## src/rtl/uart_pkg.sv

```systemverilog
`default_nettype none
// ============================================================================
// Module   : uart_pkg
// Purpose  : Shared definitions for the UART transmitter slice: FSM state
//            encodings, frame-length constants and the standard baud divisor.
// Ports    : none (package)
// Config   : UART_TX_PARITY_EN -- adds the PARITY state and one frame bit.
// Revision : 1.0 - initial release
// ============================================================================
package uart_pkg;

  // 48 MHz / 417 cycles per bit ~= 115200 baud (value is bit period minus one).
  localparam int UART_DIV_115200 = 416;

  // Bits added around the data bits: start + stop, plus parity when enabled.
`ifdef UART_TX_PARITY_EN
  localparam int UART_FRAME_OVERHEAD = 3;
`else
  localparam int UART_FRAME_OVERHEAD = 2;
`endif

  localparam int UART_STATE_W = 3;

  typedef enum logic [UART_STATE_W-1:0] {
    ST_IDLE   = 3'd0,
    ST_START  = 3'd1,
    ST_DATA   = 3'd2,
`ifdef UART_TX_PARITY_EN
    ST_PARITY = 3'd3,
`endif
    ST_STOP   = 3'd4
  } uart_state_t;

  // Total bits on the line for one frame of 'dbits' data bits.
  function automatic int uart_frame_bits(input int dbits);
    return dbits + UART_FRAME_OVERHEAD;
  endfunction

endpackage
`default_nettype wire

```

## src/rtl/uart_baud_cnt.sv

```systemverilog
`default_nettype none
// ============================================================================
// Module   : uart_baud_cnt
// Purpose  : Bit-period timer. A restart loads the divisor; the counter then
//            runs down to zero, and bit_end is high while it sits at zero, so
//            each bit lasts div+1 cycles.
// Ports    : clk6x   - system clock
//            resetn  - synchronous active-low reset
//            restart - load div (start of a new bit)
//            div     - bit period minus one, sampled only on restart
//            bit_end - high in the last cycle of the current bit
// Revision : 1.0 - initial release
// ============================================================================
module uart_baud_cnt #(
  parameter int DIVW = 16
) (
  input  logic            clk6x,
  input  logic            resetn,
  input  logic            restart,
  input  logic [DIVW-1:0] div,
  output logic            bit_end
);

  logic [DIVW-1:0] cnt;

  always_ff @(posedge clk6x) begin
    if (!resetn) begin
      cnt <= '0;
    end else if (restart) begin
      cnt <= div;
    end else if (cnt != '0) begin
      cnt <= cnt - DIVW'(1);
    end
  end

  assign bit_end = (cnt == '0);

endmodule
`default_nettype wire

```

## src/rtl/uart_tx.sv

```systemverilog
`default_nettype none
// ============================================================================
// Module   : uart_tx
// Purpose  : UART transmitter fed from an upstream FIFO. Sends start bit,
//            DBITS data bits LSB first, optional even parity, one stop bit.
//            Frames run back to back with no idle gap while data is available.
// Ports    : clk6x        - system clock (48 MHz)
//            resetn       - synchronous active-low reset
//            fifo_data_i  - head element of the TX FIFO
//            fifo_empty_i - TX FIFO empty flag
//            fifo_rdeq_o  - dequeue strobe (combinational, one cycle/element)
//            enable_i     - gates the start of new frames only
//            baud_div_i   - bit period minus one, sampled at each bit start
//            txd_o        - registered serial line, idle high
//            busy_o       - high while a frame is in progress
// Config   : UART_TX_PARITY_EN - define to add an even-parity bit per frame.
// Revision : 1.0 - initial release
// ============================================================================
module uart_tx
  import uart_pkg::*;
#(
  parameter int DBITS = 8,
  parameter int DIVW  = 16
) (
  input  logic             clk6x,
  input  logic             resetn,
  input  logic [DBITS-1:0] fifo_data_i,
  input  logic             fifo_empty_i,
  output logic             fifo_rdeq_o,
  input  logic             enable_i,
  input  logic [DIVW-1:0]  baud_div_i,
  output logic             txd_o,
  output logic             busy_o
);

  localparam int              CNTW     = (DBITS > 1) ? $clog2(DBITS) : 1;
  localparam logic [CNTW-1:0] LAST_BIT = CNTW'(DBITS - 1);

  uart_state_t      state;
  uart_state_t      state_next;
  logic [DBITS-1:0] shreg;
  logic [DBITS-1:0] shreg_next;
  logic [CNTW-1:0]  bitcnt;
  logic [CNTW-1:0]  bitcnt_next;
  logic             txd;
  logic             txd_next;
  logic             bit_end;
  logic             load;
  logic             restart;
  logic             last_data;

  // A new frame may start from IDLE or directly out of the final STOP cycle;
  // gating with resetn keeps the strobe quiet while reset is held.
  assign load = resetn && enable_i && !fifo_empty_i &&
                ((state == ST_IDLE) || ((state == ST_STOP) && bit_end));

  assign fifo_rdeq_o = load;
  assign last_data   = (bitcnt == LAST_BIT);

  // Every bit boundary inside a frame reloads the timer so the divisor is
  // captured once per bit; STOP without a follow-on frame needs no reload.
  assign restart = load ||
                   (bit_end && (state != ST_IDLE) && (state != ST_STOP));

  uart_baud_cnt #(
    .DIVW (DIVW)
  ) u_baud_cnt (
    .clk6x   (clk6x),
    .resetn  (resetn),
    .restart (restart),
    .div     (baud_div_i),
    .bit_end (bit_end)
  );

  // State register.
  always_ff @(posedge clk6x) begin
    if (!resetn) begin
      state <= ST_IDLE;
    end else begin
      state <= state_next;
    end
  end

  // Datapath registers. txd is registered from the next-state decode so the
  // line changes on the same edge the FSM enters the new bit.
  always_ff @(posedge clk6x) begin
    if (!resetn) begin
      shreg  <= '0;
      bitcnt <= '0;
      txd    <= 1'b1;
    end else begin
      shreg  <= shreg_next;
      bitcnt <= bitcnt_next;
      txd    <= txd_next;
    end
  end

`ifdef UART_TX_PARITY_EN
  logic parity;

  // Even parity of the frame's data, captured together with the data.
  always_ff @(posedge clk6x) begin
    if (!resetn) begin
      parity <= 1'b0;
    end else if (load) begin
      parity <= ^fifo_data_i;
    end
  end
`endif

  // Next-state logic.
  always_comb begin
    state_next  = state;
    shreg_next  = shreg;
    bitcnt_next = bitcnt;
    unique case (state)
      ST_IDLE: begin
        if (load) begin
          state_next = ST_START;
          shreg_next = fifo_data_i;
        end
      end
      ST_START: begin
        if (bit_end) begin
          state_next = ST_DATA;
        end
      end
      ST_DATA: begin
        if (bit_end) begin
          if (last_data) begin
            bitcnt_next = '0;
`ifdef UART_TX_PARITY_EN
            state_next  = ST_PARITY;
`else
            state_next  = ST_STOP;
`endif
          end else begin
            bitcnt_next = bitcnt + CNTW'(1);
            shreg_next  = shreg >> 1;
          end
        end
      end
`ifdef UART_TX_PARITY_EN
      ST_PARITY: begin
        if (bit_end) begin
          state_next = ST_STOP;
        end
      end
`endif
      ST_STOP: begin
        if (bit_end) begin
          if (load) begin
            state_next = ST_START;
            shreg_next = fifo_data_i;
          end else begin
            state_next = ST_IDLE;
          end
        end
      end
      default: begin
        state_next = ST_IDLE;
      end
    endcase
  end

  // Output decode.
  always_comb begin
    busy_o = (state != ST_IDLE);
    unique case (state_next)
      ST_START:  txd_next = 1'b0;
      ST_DATA:   txd_next = shreg_next[0];
`ifdef UART_TX_PARITY_EN
      ST_PARITY: txd_next = parity;
`endif
      default:   txd_next = 1'b1;
    endcase
  end

  assign txd_o = txd;

endmodule
`default_nettype wire

```

## config.mk

```make
export PLATFORM = sky130hd
export DESIGN_NAME = uart_tx
export DESIGN_NICKNAME = d
export VERILOG_FILES = /design/src/rtl/uart_pkg.sv /design/src/rtl/uart_baud_cnt.sv /design/src/rtl/uart_tx.sv
export SDC_FILE = /design/constraint.sdc
export NUM_CORES = 1
export LEC_CHECK = 0
export CAP_MARGIN = 20
export CORE_MARGIN = 8
export CORE_UTILIZATION = 30
export DETAILED_ROUTE_END_ITERATION = 10
export PLACE_DENSITY = 0.6
export SLEW_MARGIN = 20
export SYNTH_ARGS = -nofsm -noshare
export SYNTH_HDL_FRONTEND = slang
export SYNTH_SLANG_ARGS = --single-unit
```

## constraint.sdc

```tcl
create_clock -name clk6x -period 2.9 [get_ports clk6x]
set_input_delay 0.58 -clock clk6x [delete_from_list [all_inputs] [get_ports clk6x]]
set_output_delay 0.58 -clock clk6x [all_outputs]
set_load 0.01 [all_outputs]
```

==> reports/qor.yml <==
run_status:
  status: "finished clean"
global_routing:
  grtUsageTotal_pct: 11.9
  grt_max_degree: 20
  overflow: 0
  grt_pass1_vias: 1797
  antenna_found_initial: 0
  grt_pass1_wl_mm: 8.56
layout:
  num-nets-final: 283
  synthToLayoutAreaGrowth_pct: 27.7
  multiInputGateArea_um2: 1110
  drive_above_1_share_pct: 13.1
  seq_area_um2: 621
  n_fill_cell: 624
  antennaDiodeCount: 0
cts:
  clock-sinks: 31
  cts_buffers: 5
  postCtsHoldBufs: 0
  cts_root_buffer: "clkbuf_8"
  postCtsSetupRepairBufs: 0
  path_clk_slew_ns: 0.06
  clkLatencyLatePin_ns: 0.28
  cts_tree: "done"
  htreeDepth: 2
  clk_path_buf_depth: 2
setup_path:
  crit_type: "reg2out"
  cp_cell_sequence: "or4_4 > or4b_4 > o21ai_4 > nand2_1 > inv_1 > clkbuf_2"
  max_stage_delay_ns: 0.55
  crit_path_max_fanout: 3
  slowest_stage: "or4_4"
  crit_arrival_ns: 2.11
  cp.required_ns: 2.32
  end_kind: "output port"
  start_kind: "flip-flop"
synthesis:
  yosysUniqueCellTypes: 50
  syn-cell-area_um2: 1840
  synth.most_common_cell: "dfxtp_1"
  synth_nets: 247
  synth_edf_count: 0
  async_flop_share_pct: 0
  syn_inst: 215
  synth_flop_cell: "dfxtp_1"
  avgSynthCellArea_um2: 8.58
  yosys.area.top_type: "dfxtp_1"
  synthTopCellsByCount: "31 x dfxtp_1, 16 x a211oi_1, 16 x a21oi_1, 15 x nor3_1, 12 x nor2_1"
  ys.warnings.count: 0
  ys_ff_latch: 31
  yosysTopAreaCellShare_pct: 33.6
  yosysSeqAreaShare_pct: 33.6
  yosys-top-cells-area: "dfxtp_1 34%, a211oi_1 6.5%, a21oi_1 4.3%"
floorplan:
  die-area_um2: 8910
  rows: 28
  fp.dieW_um: 94.4
  start_util_pct: 31.1
  core_area_um2: 5920
  fp.dieH_um: 94.4
  io_pins: 31
detailed_routing:
  dr.pass1.iters: 4
  vias: 1779
  drt-wirelength-per-cell_um: 15.2
  drt-total-wl_mm: 4.96
  ant_nets: 0
  vias_per_cell: 5.44
  drt-initial-drc-count: 72
  drc: 0
sta:
  skew_ns: 0.00360
  min_period_ns: 2.69
  slew_headroom_pct: 62.3
  finalHoldViolations: 0
  slew_violations: 0
  setup_violations: 0
  fmaxAchievable_ghz: 0.371
  rsz0062_at_grt: "false"
  min_period_over_period_pct: 92.8
  setup_tns_ns: 0
  worst_pin_slew_ns: 0.565
power:
  netSwitchingFraction_pct: 36.0
  p_clk_share_pct: 23.9
  p_leak_nw: 0.847
  switchingPower_mw: 0.566
  ir_drop_uv: 438
  p_int_mw: 1.01
  p_seq_share_pct: 36.2
  combPwrFrac_pct: 39.9
  total_power_mw: 1.57
  power-per-cell-area_nw_per_um2: 667
min_path:
  hold_class: "reg2reg"
placement:
  place_congestion: 0.849
  hpwl_mm: 3.70
  port_buffers: 30
flow_run:
  max_cap_violations: 0
==> final cells by class <==
| cell class | instances | area share [%] |
|---|---|---|
| Clock buffer | 8 | 4.25 |
| Timing Repair Buffer | 44 | 17.0 |
| Tap cell | 75 | 3.99 |
| Inverter | 7 | 1.12 |
| Sequential cell | 31 | 26.4 |
| Multi-Input combinational cell | 162 | 47.3 |
==> state kept, by name, summed over array words and instances (netlist names) <==
name and count:
shreg 8, bitcnt 3, txd_o 1, u_baud_cnt.cnt 16, state 3
==> power groups by stage <==
stage	combinational [mW]	sequential, mW	clock (mW)
after floorplan	0.446	0.565	0
after global placement	0.618	0.574	0
after detailed placement	0.618	0.578	0
after CTS	0.623	0.568	0.385
after global routing	0.693	0.578	0.402
final	0.627	0.569	0.375
==> worst paths after layout <==
kind | to | slack (ns) | start | depth (start not counted)
worst min-delay path | bitcnt[1] | 0.51 | bitcnt[1] | 2
worst max-delay path | fifo_rdeq_o | 0.21 | u_baud_cnt.cnt[10] | 6
worst min register to register | bitcnt[1] | 0.51 | bitcnt[1] | 2
worst max register to register | u_baud_cnt.cnt[11] | 0.30 | u_baud_cnt.cnt[10] | 6
==> logic make-up (layout without fill, tap and decap cells) <==
kind of cell	count (synthesis)	count (layout)	share of synthesized area, %
buf+inv	22	59	6.65
flops	31	31	33.7
mux	3	3	1.63
fa+ha+maj	4	4	2.71
xor+xnor	9	9	4.27
compound gates	74	74	28.6
simple gates	72	72	22.5
==> layer usage <==
metal,GRT usage (%),part of all wire (%),up-vias
met5,0,0,-
met4,4.89,1.7,0
met3,4.29,5.4,9
met2,18.8,45,44
met1,14.4,48,822
li1,-,-,904
==> what timing repair did <==
item / 4_1_cts / 5_1_grt
endpoints found under the setup margin: 1 / 1
resized for setup: 1 / 3
pin swaps: 0 / 0
==> cell usage in the layout (no fill, tap or decap), drive strengths merged, types with 9 or more instances in the layout <==
cell type	count
clkdlybuf4s50	29
nor3	16
o211ai	9
nand2	10
a21oi	16
nor2	13
clkbuf	9
o21ai	10
a211oi	16
dfxtp	31
buf	14
==> worst max-delay path: cells and delay by family (launching register included) <==
kind	cells	cell delay, ns
and+or+nand+nor	3	1.18
DFF	1	0.31
buffers and inverters	2	0.18
AOI/OAI and AO/OA	1	0.15
==> per-stage QoR <==
step	instances	setup WS, ns	hold slack [ns]	utilization (%)	cell area [um2]
floorplan	215	0.288	0.465	-	1840
global placement	319	0.104	0.482	38.0	2250
detailed placement	319	0.0920	0.498	38.0	2250
CTS	327	0.0503	0.514	39.7	2350
global route	327	0.113	0.542	39.8	2350
finish	327	0.208	0.506	39.8	2350
Power figures use the tool's default switching activity.
